$ cat config.mk
export PLATFORM = sky130hd
export DESIGN_NAME = bist_seq_ctrl
export DESIGN_NICKNAME = d
export VERILOG_FILES = /design/src/rtl/bist_pkg.sv /design/src/rtl/bist_req_arb.sv /design/src/rtl/bist_seq_ctrl.sv
export SDC_FILE = /design/constraint.sdc
export NUM_CORES = 1
export LEC_CHECK = 0
export BUFFER_PORTS_ARGS = -buffer_cell sky130_fd_sc_hd__buf_2
export CORE_MARGIN = 8
export CORE_UTILIZATION = 29
export DETAILED_ROUTE_END_ITERATION = 8
export GPL_TIMING_DRIVEN = 0
export HOLD_SLACK_MARGIN = 0.08
export PLACE_DENSITY = 0.56
export RECOVER_POWER = 50
export SETUP_SLACK_MARGIN = 0.15
export SKIP_LAST_GASP = 1
export SLEW_MARGIN = 40
export SYNTH_ARGS = -nofsm -noshare
export SYNTH_HDL_FRONTEND = slang
export SYNTH_SLANG_ARGS = --single-unit
$ cat constraint.sdc
create_clock -name clk -period 2.3 [get_ports clk]
set_clock_uncertainty 0.1 [all_clocks]
set_input_delay 0.115 -clock clk [delete_from_list [all_inputs] [get_ports clk]]
set_output_delay 0.115 -clock clk [all_outputs]
set_load 0.02 [all_outputs]
$ cat src/rtl/bist_pkg.sv
// Shared types and constants for the BIST sequencer slice.
package bist_pkg;

  localparam int unsigned BIST_RUN_CYCLES = 18;
  localparam int unsigned BIST_LAST_DUR   = 17;
  localparam int unsigned BIST_NUM_PAT    = 2;

  typedef enum logic [2:0] {IDLE, SELECT, START, RUN, DONE} bist_seq_state_e;

  typedef enum logic {REQ_POR, REQ_JTAG} bist_req_e;

  // An empty JTAG mask means "run everything".
  function automatic logic [1:0] norm_mask(input logic [1:0] m);
    return (m == '0) ? '1 : m;
  endfunction

  function automatic logic lowest_pat(input logic [1:0] rem);
    return !rem[0] && rem[1];
  endfunction

endpackage

$ cat src/rtl/bist_req_arb.sv
// Request capture for the BIST sequencer: one-deep POR/JTAG pending flags,
// JTAG mask latch and POR-first grant.
module bist_req_arb
  import bist_pkg::*;
(
  input  logic       clk,
  input  logic       trst,
  input  logic       por_req_i,
  input  logic       jtag_req_i,
  input  logic [1:0] jtag_mask_i,
  input  logic       grant_en,
  output logic       grant_o,
  output bist_req_e  grant_req_o,
  output logic [1:0] grant_mask_o
);

  logic       por_pend;
  logic       jtag_pend;
  logic [1:0] jtag_mask;

  assign grant_o      = grant_en && (por_pend || jtag_pend);
  assign grant_req_o  = por_pend ? REQ_POR : REQ_JTAG;
  assign grant_mask_o = por_pend ? 2'b11 : norm_mask(jtag_mask);

  // A request in the same cycle its flag is consumed re-pends it.
  always_ff @(posedge clk) begin
    if (trst) begin
      por_pend  <= 1'b0;
      jtag_pend <= 1'b0;
      jtag_mask <= '0;
    end else begin
      por_pend  <= por_req_i  || (por_pend  && !(grant_o && grant_req_o == REQ_POR));
      jtag_pend <= jtag_req_i || (jtag_pend && !(grant_o && grant_req_o == REQ_JTAG));
      if (jtag_req_i) jtag_mask <= jtag_mask_i;
    end
  end

endmodule

$ cat src/rtl/bist_seq_ctrl.sv
// BIST sequencer: grants POR/JTAG run requests and steps the engine through its patterns.
// Define BIST_SEQ_RETRY_EN to rerun a failed pattern once before recording its result.
module bist_seq_ctrl
  import bist_pkg::*;
#(
  parameter int unsigned NUM_PAT    = BIST_NUM_PAT,
  parameter int unsigned RUN_CYCLES = BIST_RUN_CYCLES,
  parameter int unsigned LAST_DUR   = BIST_LAST_DUR
) (
  input  logic       clk,
  input  logic       trst,
  input  logic       por_req_i,
  input  logic       jtag_req_i,
  input  logic [1:0] jtag_mask_i,
  input  logic       abort_i,
  input  logic       bist_success_i,
  input  logic [4:0] bist_duration_i,
  output logic       bist_start_o,
  output logic       bist_pat_o,
  output logic       busy_o,
  output logic       done_o,
  output logic       owner_o,
  output logic [1:0] result_o,
  output logic       pass_o,
  output logic       dur_err_o
);

  bist_seq_state_e    state_q, state_d;
  logic               pat_q, pat_d;
  logic [4:0]         wait_q, wait_d;
  logic [NUM_PAT-1:0] mask_q, mask_d, ran_q, ran_d, res_q, res_d, rem;
  logic               pass_q, pass_d, derr_q, derr_d;
  bist_req_e          owner_q, owner_d;
  logic               start, done, dur_ok, retry;
  logic               grant;
  bist_req_e          grant_req;
  logic [1:0]         grant_mask;
`ifdef BIST_SEQ_RETRY_EN
  logic [NUM_PAT-1:0] retried_q, retried_d;
`endif

  bist_req_arb u_arb (
    .clk          (clk),
    .trst         (trst),
    .por_req_i    (por_req_i),
    .jtag_req_i   (jtag_req_i),
    .jtag_mask_i  (jtag_mask_i),
    .grant_en     (state_q == IDLE),
    .grant_o      (grant),
    .grant_req_o  (grant_req),
    .grant_mask_o (grant_mask)
  );

  always_comb begin
    state_d = state_q;
    pat_d   = pat_q;
    wait_d  = wait_q;
    mask_d  = mask_q;
    ran_d   = ran_q;
    res_d   = res_q;
    pass_d  = pass_q;
    derr_d  = derr_q;
    owner_d = owner_q;
`ifdef BIST_SEQ_RETRY_EN
    retried_d = retried_q;
    retry     = !bist_success_i && (bist_duration_i == 5'(LAST_DUR)) && !retried_q[pat_q];
`else
    retry     = 1'b0;
`endif
    start  = 1'b0;
    done   = 1'b0;
    rem    = '0;
    dur_ok = (bist_duration_i == 5'(LAST_DUR));

    if (abort_i && state_q != IDLE) begin
      state_d = IDLE;
      res_d   = '0;
      pass_d  = 1'b0;
    end else begin
      case (state_q)
        IDLE: if (grant) begin
          owner_d = grant_req;
          mask_d  = grant_mask;
          ran_d   = '0;
          res_d   = '0;
          pass_d  = 1'b0;
`ifdef BIST_SEQ_RETRY_EN
          retried_d = '0;
`endif
          state_d = SELECT;
        end
        SELECT: begin
          rem = mask_q & ~ran_q;
          if (|rem) begin
            pat_d   = lowest_pat(rem);
            state_d = START;
          end else begin
            pass_d  = (res_q & mask_q) == mask_q;
            state_d = DONE;
          end
        end
        START: begin
          start   = 1'b1;
          wait_d  = '0;
          state_d = RUN;
        end
        RUN: begin
          wait_d = wait_q + 5'd1;
          if (wait_q == 5'(RUN_CYCLES)) begin
            if (!dur_ok) derr_d = 1'b1;
            if (retry) begin
`ifdef BIST_SEQ_RETRY_EN
              retried_d[pat_q] = 1'b1;
`endif
              state_d = START;
            end else begin
              res_d[pat_q] = bist_success_i && dur_ok;
              ran_d[pat_q] = 1'b1;
              // Selection folded into the sample cycle so patterns start 20 cycles apart.
              rem = mask_q & ~ran_d;
              if (|rem) begin
                pat_d   = lowest_pat(rem);
                state_d = START;
              end else begin
                pass_d  = (res_d & mask_q) == mask_q;
                state_d = DONE;
              end
            end
          end
        end
        DONE: begin
          done    = 1'b1;
          state_d = IDLE;
        end
        default: state_d = IDLE;
      endcase
    end
  end

  always_ff @(posedge clk) begin
    if (trst) begin
      state_q <= IDLE;
      pat_q   <= 1'b0;
      wait_q  <= '0;
      mask_q  <= '0;
      ran_q   <= '0;
      res_q   <= '0;
      pass_q  <= 1'b0;
      derr_q  <= 1'b0;
      owner_q <= REQ_POR;
`ifdef BIST_SEQ_RETRY_EN
      retried_q <= '0;
`endif
    end else begin
      state_q <= state_d;
      pat_q   <= pat_d;
      wait_q  <= wait_d;
      mask_q  <= mask_d;
      ran_q   <= ran_d;
      res_q   <= res_d;
      pass_q  <= pass_d;
      derr_q  <= derr_d;
      owner_q <= owner_d;
`ifdef BIST_SEQ_RETRY_EN
      retried_q <= retried_d;
`endif
    end
  end

  assign bist_start_o = start;
  assign done_o       = done;
  assign bist_pat_o   = pat_q;
  assign busy_o       = (state_q != IDLE);
  assign owner_o      = (owner_q == REQ_JTAG);
  assign result_o     = res_q;
  assign pass_o       = pass_q;
  assign dur_err_o    = derr_q;

endmodule

# == After elaboration in Yosys (flattened, before gate mapping) ==
# Index checks and enable logic that the tools add are counted.
# totals
output_inout_bits,9
inputBits,13
reg_bits,22
word_cells,103
# op_classes
magnitude_cmp,2
bitwise,9
reduce_logical,35
muxes,30
addsub,1
eq_ne,14
# op_table
op,n
$mux 1,13
$mux 3,4
$ne 2x2->1 const B,6
$pmux 3 s4,1
$eq 5x5->1 const B,2
$logic_and 1x1->1,10
$mux 2,5
$pmux 5 s2,1
$reduce_and 5->1,2
$and 2x2->2,4
$pmux 2 s2,2
$reduce_and 4->1,2
$eq 3x2->1 const B,2
$reduce_and 3->1,2
$reduce_bool 2->1,3
$reduce_bool 3->1,2
$reduce_or 2->1,3
$add 5x1->5 const B,1
$eq 2x2->1,2
$logic_not 1->1,4
$not 2->2,2
$reduce_and 2->1,2
$eq 3x1->1 const B,1
$eq 3x3->1 const B,1
other kinds (11),14

# == Longest topological paths before layout ==
# Gate-level depths: netlist (run 1).
# logic_depth
depth_word,12
depth_mapped,8
depth_no_buf,7

# == Cells and area by module ==
# Synthesis (run 1) repeated with hierarchy kept, for this count alone.
# unflattened
cells_unflattened,141
hier_area_um2,1181.1
# modules_own_cells
module,area_per_inst_um2,instances,seq_area_each_um2,cells_per_inst
bist_seq_ctrl,1012.2,1,360.3,122
bist_req_arb,168.9,1,80.1,19

# == Least setup slack after synthesis (run 1) ==
# Ideal clock, no wire load.
# synth_path
path_type,register to register
from,register state_q[1]
to,register wait_q[2]
n_path_buf,1
setup_ns,0.114
slack_ns,0.605
arrival_time_ns,1.481
synth_period_minus_slack_ns,1.695
t_required_ns,2.086
stages_incl_launch_ff,6
cell_sequence,dfxtp_1 > buf_2 > or3b_2 > nor2_1 > or2_2 > nor2_1
# synth_via
elab_chain_cells,4
word_cells_on_any_way,8
classes_between,eq/ne: 2; mux: 1; bitwise: 1; reduce/logical: 4
# synth_rtl
item,line_no,text
from (decl),bist_seq_ctrl.sv:28,"bist_seq_state_e state_q, state_d;"
from (signal assigned),bist_seq_ctrl.sv:155,state_q <= state_d;
branches (longest 4 deep; another with $eq 3x2->1),-,
to (signal assigned),bist_seq_ctrl.sv:157,wait_q <= wait_d;
to (decl),bist_seq_ctrl.sv:30,"logic [4:0] wait_q, wait_d;"
# Several ways; the timed one is not identified.
# A chain may end at the register's enable or synchronous reset.

# == Worst setup path in the final report (run 1) ==
# layout_path
from,register state_q[1]
to,output port bist_start_o
# layout_via
elab_chain_cells,3
word_cells_on_any_way,5
classes_between,eq/ne: 1; mux: 2; reduce/logical: 2
# layout_rtl
item,line_no,text
$eq 3x2->1 or $reduce_bool 3->1 (tied branches),"bist_seq_ctrl.sv:80, bist_seq_ctrl.sv:75",
$mux 1 or $logic_and 1x1->1 (tied branches),"bist_seq_ctrl.sv:80, bist_seq_ctrl.sv:75",
$mux 1 *,bist_seq_ctrl.sv:75,if (abort_i && state_q != IDLE) begin
to (decl),bist_seq_ctrl.sv:18,"output logic bist_start_o,"
# Every way passes the cells marked *; elsewhere a longest branch is shown, timed or not.

==> results.txt, run 1 <==
- The average instance in the mapped netlist occupies 8.77 sq um.
- Overflow left after global routing: 0
- Total design power: 930 uW
- At the pin with the least slew margin, the transition time is 0.504 ns.
- During I/O placement, the number of pins put on the boundary was 22.
- The final layout contains 173 nets.
- During placement, the flow inserted port buffers numbering 21.
- In this run the worst setup path begins at state_q[1].
- From left edge to right edge, the die measures 77.5 um.
- In the final routing, the length of wire on met1 measures 1.20 mm.
- The max-slew violation total from the final report is 0.
* Synthesized instance count: 125
- Pin count of the biggest net entering global routing: 13
- The clock net in this run drives a total of 22 sinks.
- The first routing iteration left 53 violations.
* Type of the tightest min-delay check: in -> reg
- Detailed routing placed a total of 50 um of wire on met3.
- In this run the vertical extent of the chip is 77.5 um.
* Post-CTS clock slew at the launch and capture registers of the worst setup and hold paths: 0.08 ns
* Area of the core: 3660 sq um
* Area Overhead vs Synth: 24.7%
* Detailed-routed wire length on met2: 1.23 mm
- Of all nets on the critical path, the largest fanout is 10.
- The later pin in the worst-skew pair is clocked with a latency of 0.26 ns.
* Antenna violations before repair: 0
- For this run, the slowest stage of the critical path takes 0.52 ns.
- The detail route stage leaves a number of antenna-violating nets equal to 0.
- WP depth: 4
* Antenna cells: 0
- Dividing total power by cell area gives a power density of 680 nW/um^2.
- Bufs and invs on worst path: 2
- The first detailed-routing pass ran for 4 iterations.
- Number of distinct library cells after synthesis: 41
- # DRC: 0
* Weighted congestion reported at the end of routability-driven placement: 0.808
- The floorplan has 22 rows.
- Setup total negative slack on the finished layout was measured at 0 ns.
* Via count of the first global-routing pass: 903
- Status: finished, final reports clean
* Cells along the critical path: clkbuf_1 > or3b_2 > nor2_1 > buf_2
- Part of the Yosys area used for sequential elements: 40.2%
- Clk buf depth: 2
- Endpoint required time on the critical path: 2.09 ns
* Total of fill cells in the finished design: 391
* Commonest cells after routing, fill and taps aside: sky130_fd_sc_hd__dfxtp_1 (22), sky130_fd_sc_hd__nor2_1 (19), sky130_fd_sc_hd__buf_2 (13)
- Number of synthesized flops with an enable pin: 0
- STA classifies the critical path startpoint as a register.
- Effective utilization at floorplan: 29.9%
* Reg-to-reg setup timing slack: 0.43 ns
* Cell at the slowest stage of the critical path: sky130_fd_sc_hd__or3b_2
* Post-Layout Cell Count: 205
- Ys Warns: 0
- H-tree depth reported by CTS: 1
- Grouping stages by cell kind, the critical path spends the most delay in simple AND/OR/NAND/NOR gates.
- Among all flip-flop cells after synthesis, the most frequent one is sky130_fd_sc_hd__dfxtp_1.
- The critical path ends at bist_start_o.
* Core utilization of the finished layout: 37.3%
- Crit share post-route: 85.6%
- Data on the critical path arrives at its endpoint at 1.75 ns.
- Post-synthesis cell area: 1100 sq um
- Counting flops and latches in the post-synthesis netlist gives 22.
* Endpoint class of the critical path: output port
- Hold path cells: 4
* Top routing layer in use: met4
- The die covers 6000 sq um.
- Setup repair after global routing left no endpoint under its margin.
- Once layout is done, the placed cells without fillers occupy 1370 sq um.
- Average vias per placed instance: 4.71
- Wirelength per Cell: 12.2 um
- Highest attainable clock frequency: 0.508 GHz
- The setup path with the least slack is of type reg -> out.
- The worst register-to-register path ends at result_o[0].
- Final Hold Slack: 0.147 ns
- TritonCTS built the clock tree.
* Worst R2R Path Depth: 8
- Setup ws final: 0.331 ns
* Post-placement cell area: 1260 sq um
- Most common cell after layout, fill and taps aside: sky130_fd_sc_hd__dfxtp_1
- The startpoint identified for the worst register-to-register timing path is state_q[0].
- Post-CTS repair changed the size of 0 cells.
- The analysis attributes to cell leakage a power of 0.504 nW.
* Finish-stage setup viols: 0
* Root Buffer Master: sky130_fd_sc_hd__clkbuf_8
* Hold Violations, Final: 0
- Final routed wirelength across all metal layers: 2.50 mm
- Number of hold-repair buffers added at the cts stage: 7
* Number of maximum-capacitance constraint violations: 0
* HPWL after detailed placement: 1.95 mm
- When the netlist entered floorplanning its net count stood at 140.
* Post-Place Worst Slack: 0.464 ns
- FFs w/ async S/R, synth: 0%
- Postcts setup bufs: 0
- Worst max-slew margin expressed relative to the limit: 66.3%
- Fraction of final layout cells with drive strength greater than 1: 16.6%
- Peak VDD IR: 0.000366 V
- After detailed placement, the design holds a cell count of 194.
- Number of buffers created by CTS: 3
- In the global route stage, overall resource usage came out at 8.19%.
* Period minus WS final: 1.97 ns
- Global-route wire length before repair: 4.14 mm
- Vias: 966
-- worst min-delay path, delay by kind of cell --
kind / cells / cell delay [ns]
AO/OA/AOI/OAI: 2 / 0.19
buffers and inverters: 2 / 0.15
-- registers in the layout, summed over array words and instances (netlist names) --
register	count
pass_o	1
u_arb.jtag_pend	1
ran_q	2
dur_err_o	1
state_q	3
wait_q	5
mask_q	2
bist_pat_o	1
owner_o	1
u_arb.por_pend	1
u_arb.jtag_mask	2
result_o	2
-- cell usage after synthesis, types with 2 or more instances --
library cell | count | area share, %
sky130_fd_sc_hd__a21oi_1 | 11 | 5.0
sky130_fd_sc_hd__buf_2 | 2 | 0.91
sky130_fd_sc_hd__buf_6 | 2 | 2.1
sky130_fd_sc_hd__dfxtp_1 | 22 | 40
sky130_fd_sc_hd__ha_1 | 2 | 2.3
sky130_fd_sc_hd__inv_1 | 5 | 1.7
sky130_fd_sc_hd__mux2i_1 | 5 | 4.6
sky130_fd_sc_hd__nand2_1 | 5 | 1.7
sky130_fd_sc_hd__nand2b_1 | 2 | 1.1
sky130_fd_sc_hd__nand3_1 | 3 | 1.4
sky130_fd_sc_hd__nand3b_1 | 3 | 2.1
sky130_fd_sc_hd__nand4_1 | 3 | 1.7
sky130_fd_sc_hd__nor2_1 | 19 | 6.5
sky130_fd_sc_hd__nor2_4 | 2 | 2.1
sky130_fd_sc_hd__nor2b_1 | 2 | 1.1
sky130_fd_sc_hd__nor3_1 | 6 | 2.7
sky130_fd_sc_hd__nor3b_1 | 2 | 1.4
sky130_fd_sc_hd__o21ai_0 | 3 | 1.4
sky130_fd_sc_hd__o21ai_1 | 2 | 0.91
sky130_fd_sc_hd__xor2_1 | 3 | 2.4
-- logic make-up (layout without fill, tap and decap cells) --
family                   after synthesis  in the layout  synth area share, %
XOR/XNOR                               3              3                 2.40
adder cells (fa/ha/maj)                2              2                 2.28
multiplexers                           5              5                 4.57
flip-flops                            22             22                 40.2
AO/OA/AOI/OAI                         25             25                 14.2
buffers and inverters                 10             42                 5.02
AND/OR/NAND/NOR                       58             58                 31.4
-- power breakdown --
| part | total (mW) | internal [mW] | switching, mW |
|---|---|---|---|
| Sequential | 0.429 | 0.408 | 0.0208 |
| Combinational | 0.226 | 0.0967 | 0.129 |
| Clock | 0.274 | 0.152 | 0.122 |
-- metal layers --
layer	up-vias	track usage (%)
li1	506	-
met4	0	2.83
met3	2	1.84
met2	10	13.4
met5	-	0
met1	448	10.3
-- how the worst min path moves through the flow --
stage / start / endpoint
floorplan: trst / mask_q[0]
global placement: por_req_i / u_arb.por_pend
detailed placement: por_req_i / u_arb.por_pend
CTS: bist_duration_i[4] / dur_err_o
global route: bist_duration_i[4] / dur_err_o
finish: bist_duration_i[4] / dur_err_o
-- area by class of cell --
class	instances	area, sq um	share of cell area [%]
Sequential cell	22	440	32.2
Buffer	5	26.3	1.92
Timing Repair Buffer	28	165	12.1
Clock buffer	4	55.1	4.03
Tap cell	48	60.1	4.40
Multi-Input combinational cell	93	601	44.0
Inverter	5	18.8	1.37
Power figures use the tool's default switching activity.
==> inputs of run 2 (changes only) <==
Settings changed: CORE_MARGIN 8 to 2, CTS_BUF_LIST set to sky130_fd_sc_hd__clkbuf_8 sky130_fd_sc_hd__clkbuf_16.
==> run 2 against run 1 <==
Against the previous run:
- non-clock buffer count unchanged
- final area rose by 1.1%
- setup slack better by 0.038 ns
- flip-flop and latch count is the same
- clock power rose by 32%
- hold slack worse by 0.043 ns
- largest cell class unchanged
- final cell count unchanged
- critical path type unchanged
- critical path depth unchanged
- sequential share of layout area is 0.35 points lower
- global-route usage up 5.2 points
==> results.txt, run 2 (synthesis results as in run 1) <==
- The signal on the critical path passes through clkbuf_1 > or3b_2 > nor2_1 > buf_2.
- Finish-stage setup viols: 0
- Number of clock sinks seen by CTS: 22
- Pin placement for this block handled 22 I/O pins.
- RSZ-0062 raised after global routing: false
- The finished layout holds 205 standard cells, fillers aside.
* Post-detailed-route count of antenna-violating nets: 0
- At the worst endpoint, the required time is 2.09 ns.
* HPWL after detailed placement: 1.80 mm
- Weighted congestion reported at the end of routability-driven placement: 0.744
- Peak VDD IR: 0.000343 V
- Fraction of final layout cells with drive strength greater than 1: 15.9%
* Number of maximum-capacitance constraint violations: 0
- The final route contains 979 vias.
- Setup ws final: 0.369 ns
- For this block, the routed nets add up to 2.48 mm of wire.
- The path class of the tightest hold or removal check is in -> reg.
- TritonCTS clock tree: yes
- Antenna violations before repair: 0
* Postcts setup bufs: 0
* Hold Violations, Final: 0
* Antenna cells: 0
- Via count of the first global-routing pass: 941
* Crit share post-route: 84.0%
- The die covers 4290 sq um.
- Drt initial violations: 41
- The floorplan has 22 rows.
- Worst path top cell family by delay: simple AND/OR/NAND/NOR gates
* Post-CTS clock slew at the launch and capture registers of the worst setup and hold paths: 0.09 ns
* Clk buf depth: 2
* Post-Place Worst Slack: 0.513 ns
- The die is 65.5 um tall.
- STA classifies the critical path startpoint as a register.
- Critical Setup Path Class: reg -> out
- Total track usage: 13.4%
- wait_q holds more flip-flops than any other register.
- The die is 65.5 um wide.
- Max FFs per register: 5
* Area Overhead vs Synth: 26.0%
- For this run the aggregate overflow at the end of global routing stands at 0.
- For the pin with the worst max-slew slack, the measured transition is 0.535 ns.
- Commonest cells after routing, fill and taps aside: sky130_fd_sc_hd__dfxtp_1 (22), sky130_fd_sc_hd__nor2_1 (19), sky130_fd_sc_hd__clkbuf_1 (13)
* Most common cell after layout, fill and taps aside: sky130_fd_sc_hd__dfxtp_1
- CTS built an H-tree with a depth of 1.
- Leakage power: 0.508 nW
* # DRC: 0
- Number of buffers created by CTS: 3
- Pwr Density: 736 nW/um^2
* Highest attainable clock frequency: 0.518 GHz
* Endpoint class of the critical path: output port
- For this design, the slowest cell found on the critical path is sky130_fd_sc_hd__or3b_2.
* Worst max-slew margin expressed relative to the limit: 64.2%
* Largest regs: wait_q: 5 flops, state_q: 3 flops
- Pin count of the biggest net entering global routing: 14
- Effective utilization at floorplan: 30.2%
- Adding up every negative setup slack in the final design gives 0 ns.
* Total of fill cells in the finished design: 386
- Dividing the detail-routed wire length by the instance count gives 12.1 um.
- Post-layout nets: 173
- Root Buffer Master: sky130_fd_sc_hd__clkbuf_8
* Port Buffer Count: 21
- Data on the critical path arrives at its endpoint at 1.72 ns.
- Final max-slew violation count: 0
- Bufs and invs on worst path: 2
- The design draws 1.02 mW.
- Critical path fanouts, max: 10
- Delay of the slowest cell on the worst path: 0.51 ns
- The first global-routing pass estimated 4.38 mm of wire.
- Average vias per placed instance: 4.78
* Period minus WS final: 1.93 ns
- The number of placed instances, taps included, is 194.
* Status: finished, final reports clean
- Clock latency on the worst-skew pair: 0.27 ns
- Detailed-routing iteration count for the pre-antenna-repair pass: 4
- The core region is 3630 sq um.
==> run 2: changes by cell type in the layout (fill, tap and decap cells not counted), sizes merged <==
cell	change
bufinv	+1
buf	-1
==> run 2: final timing paths <==
path / cells after the start / to / startpoint / slack, ns
setup / recovery: 4 / bist_start_o / state_q[1] / 0.37
hold / removal: 4 / dur_err_o / bist_duration_i[4] / 0.10
setup reg to reg: 6 / pass_o / state_q[0] / 0.37
hold reg to reg: 2 / dur_err_o / dur_err_o / 0.38
==> run 2: power by group <==
| group | total, mW | internal [mW] | switching (mW) |
|---|---|---|---|
| clock network | 0.363 | 0.233 | 0.131 |
| registers | 0.428 | 0.408 | 0.0198 |
| logic | 0.224 | 0.0952 | 0.129 |
| total | 1.02 | 0.736 | 0.280 |
==> run 2: worst min-delay path, cell delays in order <==
cell                      delay, ns
sky130_fd_sc_hd__buf_2         0.10
sky130_fd_sc_hd__inv_1         0.04
sky130_fd_sc_hd__o21ai_0       0.08
sky130_fd_sc_hd__o22ai_1       0.10
==> run 2: metal layers <==
| metal | vias to the layer above | global-route usage, % | wire (um) |
|---|---|---|---|
| li1 | 507 | - | - |
| met1 | 449 | 17.6 | 1220 |
| met2 | 19 | 21.2 | 1150 |
| met3 | 4 | 1.54 | 65 |
| met4 | 0 | 7.55 | 53 |
| met5 | - | 0 | 0 |
==> run 2: cell type report <==
cell class | count | area [sq um] | area share, %
clock inverters | 1 | 30.0 | 2.17
flip-flops and latches | 22 | 440 | 31.9
repair buffers | 28 | 164 | 11.9
well taps | 48 | 60.1 | 4.35
plain buffers | 5 | 26.3 | 1.90
inverters | 5 | 18.8 | 1.36
clock buffers | 3 | 41.3 | 2.99
multi-input cells | 93 | 601 | 43.5
==> run 2: repair_timing <==
item                                   CTS  global route
resized for setup                        0             0
endpoints found under the hold margin    7             0
hold buffers                             7             0
==> run 2: per-stage QoR <==
step | area (sq um) | hold WS, ns | utilization (%)
after floorplan | 1100 | 0.0871 | -
after global placement | 1260 | 0.220 | 34.7
after detailed placement | 1260 | 0.227 | 34.7
after CTS | 1400 | 0.0972 | 38.6
after global routing | 1380 | 0.145 | 38.0
final | 1380 | 0.104 | 38.0
